==> config.mk <==
export PLATFORM = sky130hd
export DESIGN_NAME = pc_unit
export DESIGN_NICKNAME = d
export VERILOG_FILES = /design/src/rtl/pc_unit.sv
export SDC_FILE = /design/constraint.sdc
export NUM_CORES = 1
export LEC_CHECK = 0
export BUFFER_PORTS_ARGS = -buffer_cell sky130_fd_sc_hd__buf_4
export CAP_MARGIN = 20
export CORE_MARGIN = 2
export CORE_UTILIZATION = 56
export DETAILED_ROUTE_END_ITERATION = 8
export GPL_TIMING_DRIVEN = 1
export PLACE_DENSITY = 0.84
export SYNTH_ARGS = -nofsm -noshare
export SYNTH_HDL_FRONTEND = slang
export SYNTH_SLANG_ARGS = --single-unit
==> constraint.sdc <==
create_clock -name clk -period 4.44 [get_ports clk]
set_input_delay 0.222 -clock clk [delete_from_list [all_inputs] [get_ports clk]]
set_output_delay 0.222 -clock clk [all_outputs]
set_load 0.01 [all_outputs]
==> src/rtl/pc_unit.sv <==
// pc_unit: parametrised program counter with reset vector, relative branch,
// stall, fixed command priority and an optional return-address stack (RAS).
//
// Build option: define PC_RAS_EN to build the RAS. Without it, call acts as
// load, ret is ignored and the RAS status outputs are tied off.
//
// Ports:
//   clk        rising-edge clock
//   clr_n      asynchronous active-low reset
//   enable     advance enable (0 = stall, all state holds)
//   inc_pc     PC <- PC + STEP
//   branch     PC <- PC + STEP + sext(offset)
//   load       PC <- pc_in
//   call       push PC + STEP, PC <- pc_in
//   ret        pop, PC <- popped value
//   pc_in      absolute target
//   offset     signed relative offset
//   pc_out     registered PC
//   ras_empty  RAS holds no entries
//   ras_full   RAS holds DEPTH entries
//   ras_err    sticky overflow/underflow flag
module pc_unit #(
    parameter int unsigned WIDTH     = 32,
    parameter int unsigned STEP      = 1,
    parameter int unsigned OFFW      = 19,
    parameter logic [WIDTH-1:0] RESET_VEC = '0,
    parameter int unsigned DEPTH     = 4
) (
    input  logic             clk,
    input  logic             clr_n,
    input  logic             enable,
    input  logic             inc_pc,
    input  logic             branch,
    input  logic             load,
    input  logic             call,
    input  logic             ret,
    input  logic [WIDTH-1:0] pc_in,
    input  logic [OFFW-1:0]  offset,
    output logic [WIDTH-1:0] pc_out,
    output logic             ras_empty,
    output logic             ras_full,
    output logic             ras_err
);
    logic [WIDTH-1:0] pc_q, pc_d, pc_inc, ret_pc;
    logic             ret_hit;

    assign pc_inc = pc_q + WIDTH'(STEP);
    assign pc_out = pc_q;

    // ret outranks branch/inc_pc; an underflowing ret still wins and holds PC
    always_comb begin
        pc_d = load | call ? pc_in :
               ret_hit     ? ret_pc :
               branch      ? pc_inc + WIDTH'($signed(offset)) :
               inc_pc      ? pc_inc : pc_q;
    end

    always_ff @(posedge clk or negedge clr_n) begin
        if (!clr_n)
            pc_q <= RESET_VEC;
        else if (enable)
            pc_q <= pc_d;
    end

`ifdef PC_RAS_EN
    localparam int unsigned PW = $clog2(DEPTH);
    localparam int unsigned CW = $clog2(DEPTH + 1);

    logic [WIDTH-1:0] ras_q [DEPTH];
    logic [PW-1:0]    top_q, top_nx;
    logic [CW-1:0]    cnt_q;
    logic             err_q, do_call;

    assign top_nx    = top_q + PW'(1);
    assign ras_empty = cnt_q == '0;
    assign ras_full  = cnt_q == CW'(DEPTH);
    assign ras_err   = err_q;
    assign do_call   = call & ~load;
    assign ret_hit   = ret & ~load & ~call;
    assign ret_pc    = ras_empty ? pc_q : ras_q[top_q];

    // Circular buffer: a push when full lands on the oldest entry
    always_ff @(posedge clk or negedge clr_n) begin
        if (!clr_n) begin
            for (int i = 0; i < DEPTH; i++) ras_q[i] <= '0;
            top_q <= '0;
            cnt_q <= '0;
            err_q <= 1'b0;
        end else if (enable) begin
            if (do_call) begin
                ras_q[top_nx] <= pc_inc;
                top_q         <= top_nx;
                cnt_q         <= ras_full ? cnt_q : cnt_q + CW'(1);
                err_q         <= err_q | ras_full;
            end else if (ret_hit) begin
                top_q <= ras_empty ? top_q : top_q - PW'(1);
                cnt_q <= ras_empty ? cnt_q : cnt_q - CW'(1);
                err_q <= err_q | ras_empty;
            end
        end
    end
`else
    logic unused_ras;

    assign unused_ras = ret ^ (DEPTH == 0);
    assign ret_hit    = 1'b0;
    assign ret_pc     = pc_q;
    assign ras_empty  = 1'b1;
    assign ras_full   = 1'b0;
    assign ras_err    = 1'b0;
`endif
endmodule

Yosys cells after proc, flatten, opt, wreduce, memory -nomap -nowiden:

Cells that the tools add are included.

* register bits after elaboration: 32
* input bits: 59
* word-level logic and storage cells: 9

* add/subtract/negate cells: 2
* multiplexer cells: 3
* bitwise gates (word level): 1
* reduce and logical (&&, ||, !) cells: 2

Operators by type and width (count)
* two-way mux 32 bit: 3
* adder 32 x 1 -> 32 bit, second input constant: 1
* adder 32 bit: 1
* nonzero test 3 bit: 1
* AND reduction 2 bit: 1
* bitwise OR 1 bit: 1

Longest topological paths before layout:

* depth in word-level cells: 4
* depth in mapped cells: 18

Worst setup path after synthesis:

No wires, ideal clock.

* path type: register to register
* start point: reg pc_q[2] (netlist: pc_out[2])
* end point: reg pc_q[25] (netlist: pc_out[25])
* arrival: 3.562 ns
* required time: 4.314 ns
* setup slack: 0.752 ns
* cell stages (with the launch flop): 15
* path buffers: 0
* clock period less this slack: 3.688 ns
* cell sequence: dfrtp_1 > and4_1 > nand4_1 > or3_1 > xnor2_1 > ha_1 > nand2_1 > o21ai_0 > a21o_1 > a21o_1 > o311ai_1 > a211oi_1 > nand3_1 > mux2i_1 > a221o_1

* word-level cells in the longest chain between the ends: 4

Ends and longest elaborated chain
* start, declared: RTL line 44 `logic [WIDTH-1:0] pc_q, pc_d, pc_inc, ret_pc;`
* start signal, assigned: RTL line 62 `pc_q <= pc_d;`
* adder 32 x 1 -> 32 bit (*): RTL line 47 `assign pc_inc = pc_q + WIDTH'(STEP);`
* adder 32 bit / two-way mux 32 bit (equally long branches): RTL line 54, 55
* two-way mux 32 bit (*): RTL line 54 `branch ? pc_inc + WIDTH'($signed(offset)) :`
* two-way mux 32 bit (*): RTL line 52 `pc_d = load | call ? pc_in :`

Every way passes the cells marked *; elsewhere a longest branch is shown, timed or not. The select of a mux whose other input is x is not followed.
A chain may end at the register's enable or synchronous reset.

Worst setup path in the final report:

* start point: reg pc_q[8] (netlist: pc_out[8])
* end point: reg pc_q[30] (netlist: pc_out[30])

The elaborated chain is that of the path after synthesis.

==> results.json <==
{
  "netlist_area_um2": 4050,
  "clk_pin_slew_worst_paths_ns": 0.07,
  "synthTopCellsByArea": "dfrtp_1, ha_1, a21oi_1",
  "grt_max_degree": 45,
  "syn2layout_area_growth_pct": 20.9,
  "wire_per_inst_um": 17.2,
  "avgSynthCellArea_um2": 7.40,
  "dpl.hpwl_um": 9100,
  "use_met2_pct": 52.8,
  "vias": 4488,
  "wirelength_um": 12400,
  "first_pass_iters": 5,
  "end_kind": "register",
  "status": "finished, final reports clean",
  "cap_violations": 0,
  "largest_reg_flops": 32,
  "num_io_pins": 94,
  "diodes": 0,
  "final_hold_viol_count": 0,
  "ys_types": 54,
  "cts_buffers": 5,
  "clock_latency_ns": 0.29,
  "synth_edf_count": 0,
  "syn_inst": 547,
  "synth_ff_type": "dfrtp_1",
  "ys_seq_area_share_pct": 19.8,
  "rsz0062_at_grt": "no",
  "grt_use_total_pct": 31.7,
  "dieArea_um2": 7930,
  "yosysTopAreaCellShare_pct": 19.8,
  "period_needed_ns": 4.17,
  "synthArstFlopShare_pct": 100,
  "synth_top_cell_by_area": "dfrtp_1",
  "post-place-ws_ns": 0.337,
  "crit_arrival_ns": 4.32,
  "path_max_fanout": 7,
  "p_per_area_nw_per_um2": 310,
  "antenna_found_initial": 0,
  "use_met1_pct": 42.6,
  "start_kind": "register",
  "setup_viol": 0,
  "postRouteAntennaNets": 0,
  "cts_tree": "built",
  "tightestPinTransition_ns": 0.796,
  "final-max-slew-violation-count": 0,
  "tns_ns": 0,
  "drive_gt1_share_pct": 17.6,
  "grt_pass1_vias": 4157,
  "ir_drop_uv": 144,
  "rows": 30,
  "grt.overflow.total": 0,
  "crit_type": "register to register",
  "finalClockSkew_ns": 0.00645,
  "fmax_ghz": 0.240,
  "nets": 725,
  "core_um2": 6910,
  "clockBufferDepth": 2,
  "grt-busiest-layer": "met2",
  "die_w_um": 89.0,
  "hold_depth": 3,
  "grt_first_pass_wirelength_um": 19900,
  "cts_root_buf": "clkbuf_8",
  "place.gp.congestion": 0.953,
  "htreeDepth": 2,
  "worstRegToRegCells": 15,
  "io_buffers": 89,
  "max_slew_margin_pct": 46.4,
  "gr-usage-met3_pct": 3.60,
  "post-route-period-util_pct": 93.8,
  "fin_util_pct": 70.9,
  "yosys_warnings": 0,
  "p_leak_uw": 0.00222,
  "cts_sinks": 32,
  "die_h_um": 89.0,
  "drc": 0,
  "viasPerCell": 6.22,
  "fin_ws_ns": 0.273,
  "hold_path.class": "primary input to register",
  "start_util_pct": 58.6,
  "required_ns": 4.60,
  "drt_iter0_drc": 273,
  "synth-seq-cells": 32
}
==> final timing paths <==
check	from	to	slack, ns
min in group asynchronous	clr_n	pc_out[30]	0.42
setup reg to reg	pc_out[8]	pc_out[30]	0.27
setup / recovery	pc_out[8]	pc_out[30]	0.27
max in group asynchronous	clr_n	pc_out[31]	3.69
hold reg to reg	pc_out[1]	pc_out[1]	0.58
hold / removal	pc_in[30]	pc_out[30]	0.18
==> power by group <==
part | total [µW] | internal [µW] | switching (µW) | leakage (µW)
sequential | 415 | 336 | 78.8 | 0.000380
combinational | 843 | 384 | 459 | 0.00179
clock | 261 | 138 | 123 | 0.0000503
total | 1520 | 859 | 660 | 0.00222
==> synthesized netlist by cell type, types with 11 or more instances <==
cell type	n
nand4_1	11
inv_1	11
o21ai_0	44
a21oi_1	54
clkbuf_1	19
nand2_1	66
a21o_1	14
xor2_1	22
ha_1	39
a211oi_1	16
xnor2_1	30
nand3_1	20
nor2_1	53
dfrtp_1	32
==> through the flow <==
step	std cells	total power, µW	hold slack (ns)	area [µm²]
after floorplan	548	980	-0.0736	4050
after global placement	713	1210	0.201	4770
after detailed placement	713	1240	0.206	4770
after CTS	721	1510	0.175	4880
after global routing	722	1630	0.178	4890
final	722	1520	0.180	4890
==> per-layer routing <==
layer,up-vias,share of wire (%)
li1,2154,-
met1,2107,43
met2,198,49
met3,29,6.8
met4,0,2.1
met5,-,0
==> cells in the final DEF (no fill, tap or decap), types with 6 or more instances in the layout <==
master / count
nand2_1: 66
a211oi_1: 16
o22ai_1: 6
a21o_1: 14
o211ai_1: 7
nor2_1: 52
nand2b_1: 6
ha_1: 39
nand3_1: 20
nor3_1: 9
clkbuf_8: 7
a21oi_1: 54
o21ai_0: 44
or3_1: 8
dfrtp_1: 32
xnor2_1: 30
xor2_1: 22
inv_1: 11
a31oi_1: 7
nand4_1: 11
buf_4: 96
==> cells by family (layout without fill, tap and decap cells) <==
group,after synthesis,count (layout),synth area share (%)
AO/OA/AOI/OAI,181,181,28.1
XOR/XNOR,52,52,11.2
adder cells (fa/ha/maj),40,40,12.5
buffers and inverters,37,115,3.83
flip-flops,32,32,19.8
multiplexers,5,5,1.24
other,2,3,0.185
AND/OR/NAND/NOR,198,198,23.1
==> area by class of cell <==
class,instances,area [µm²]
multi-input combinational,479,3110
sequential,32,801
clock buffer,7,96.3
inverter,11,41.3
tap,96,120
timing repair buffer,97,731
fill,615,2010
==> critical path: stages, from the launching register on <==
cell      delay [ns]
dfrtp_1         0.49
nand4_1         0.15
or4_1           0.73
nand2b_1        0.35
nor2_1          0.18
xor2_1          0.32
ha_1            0.34
a21o_1          0.17
a21o_1          0.17
a21o_1          0.19
a21oi_1         0.15
o21ai_0         0.10
a21oi_1         0.18
nor3_1          0.08
o31ai_1         0.33
nand3_1         0.12
==> what timing repair did <==
action / CTS / global route
buffers inserted: 0 / 1
hold endpoints to repair: 32 / 0
hold buffers: 1 / 0
endpoints found under the setup margin: 0 / 4
resized for setup: 0 / 1
Power figures use the tool's default switching activity.
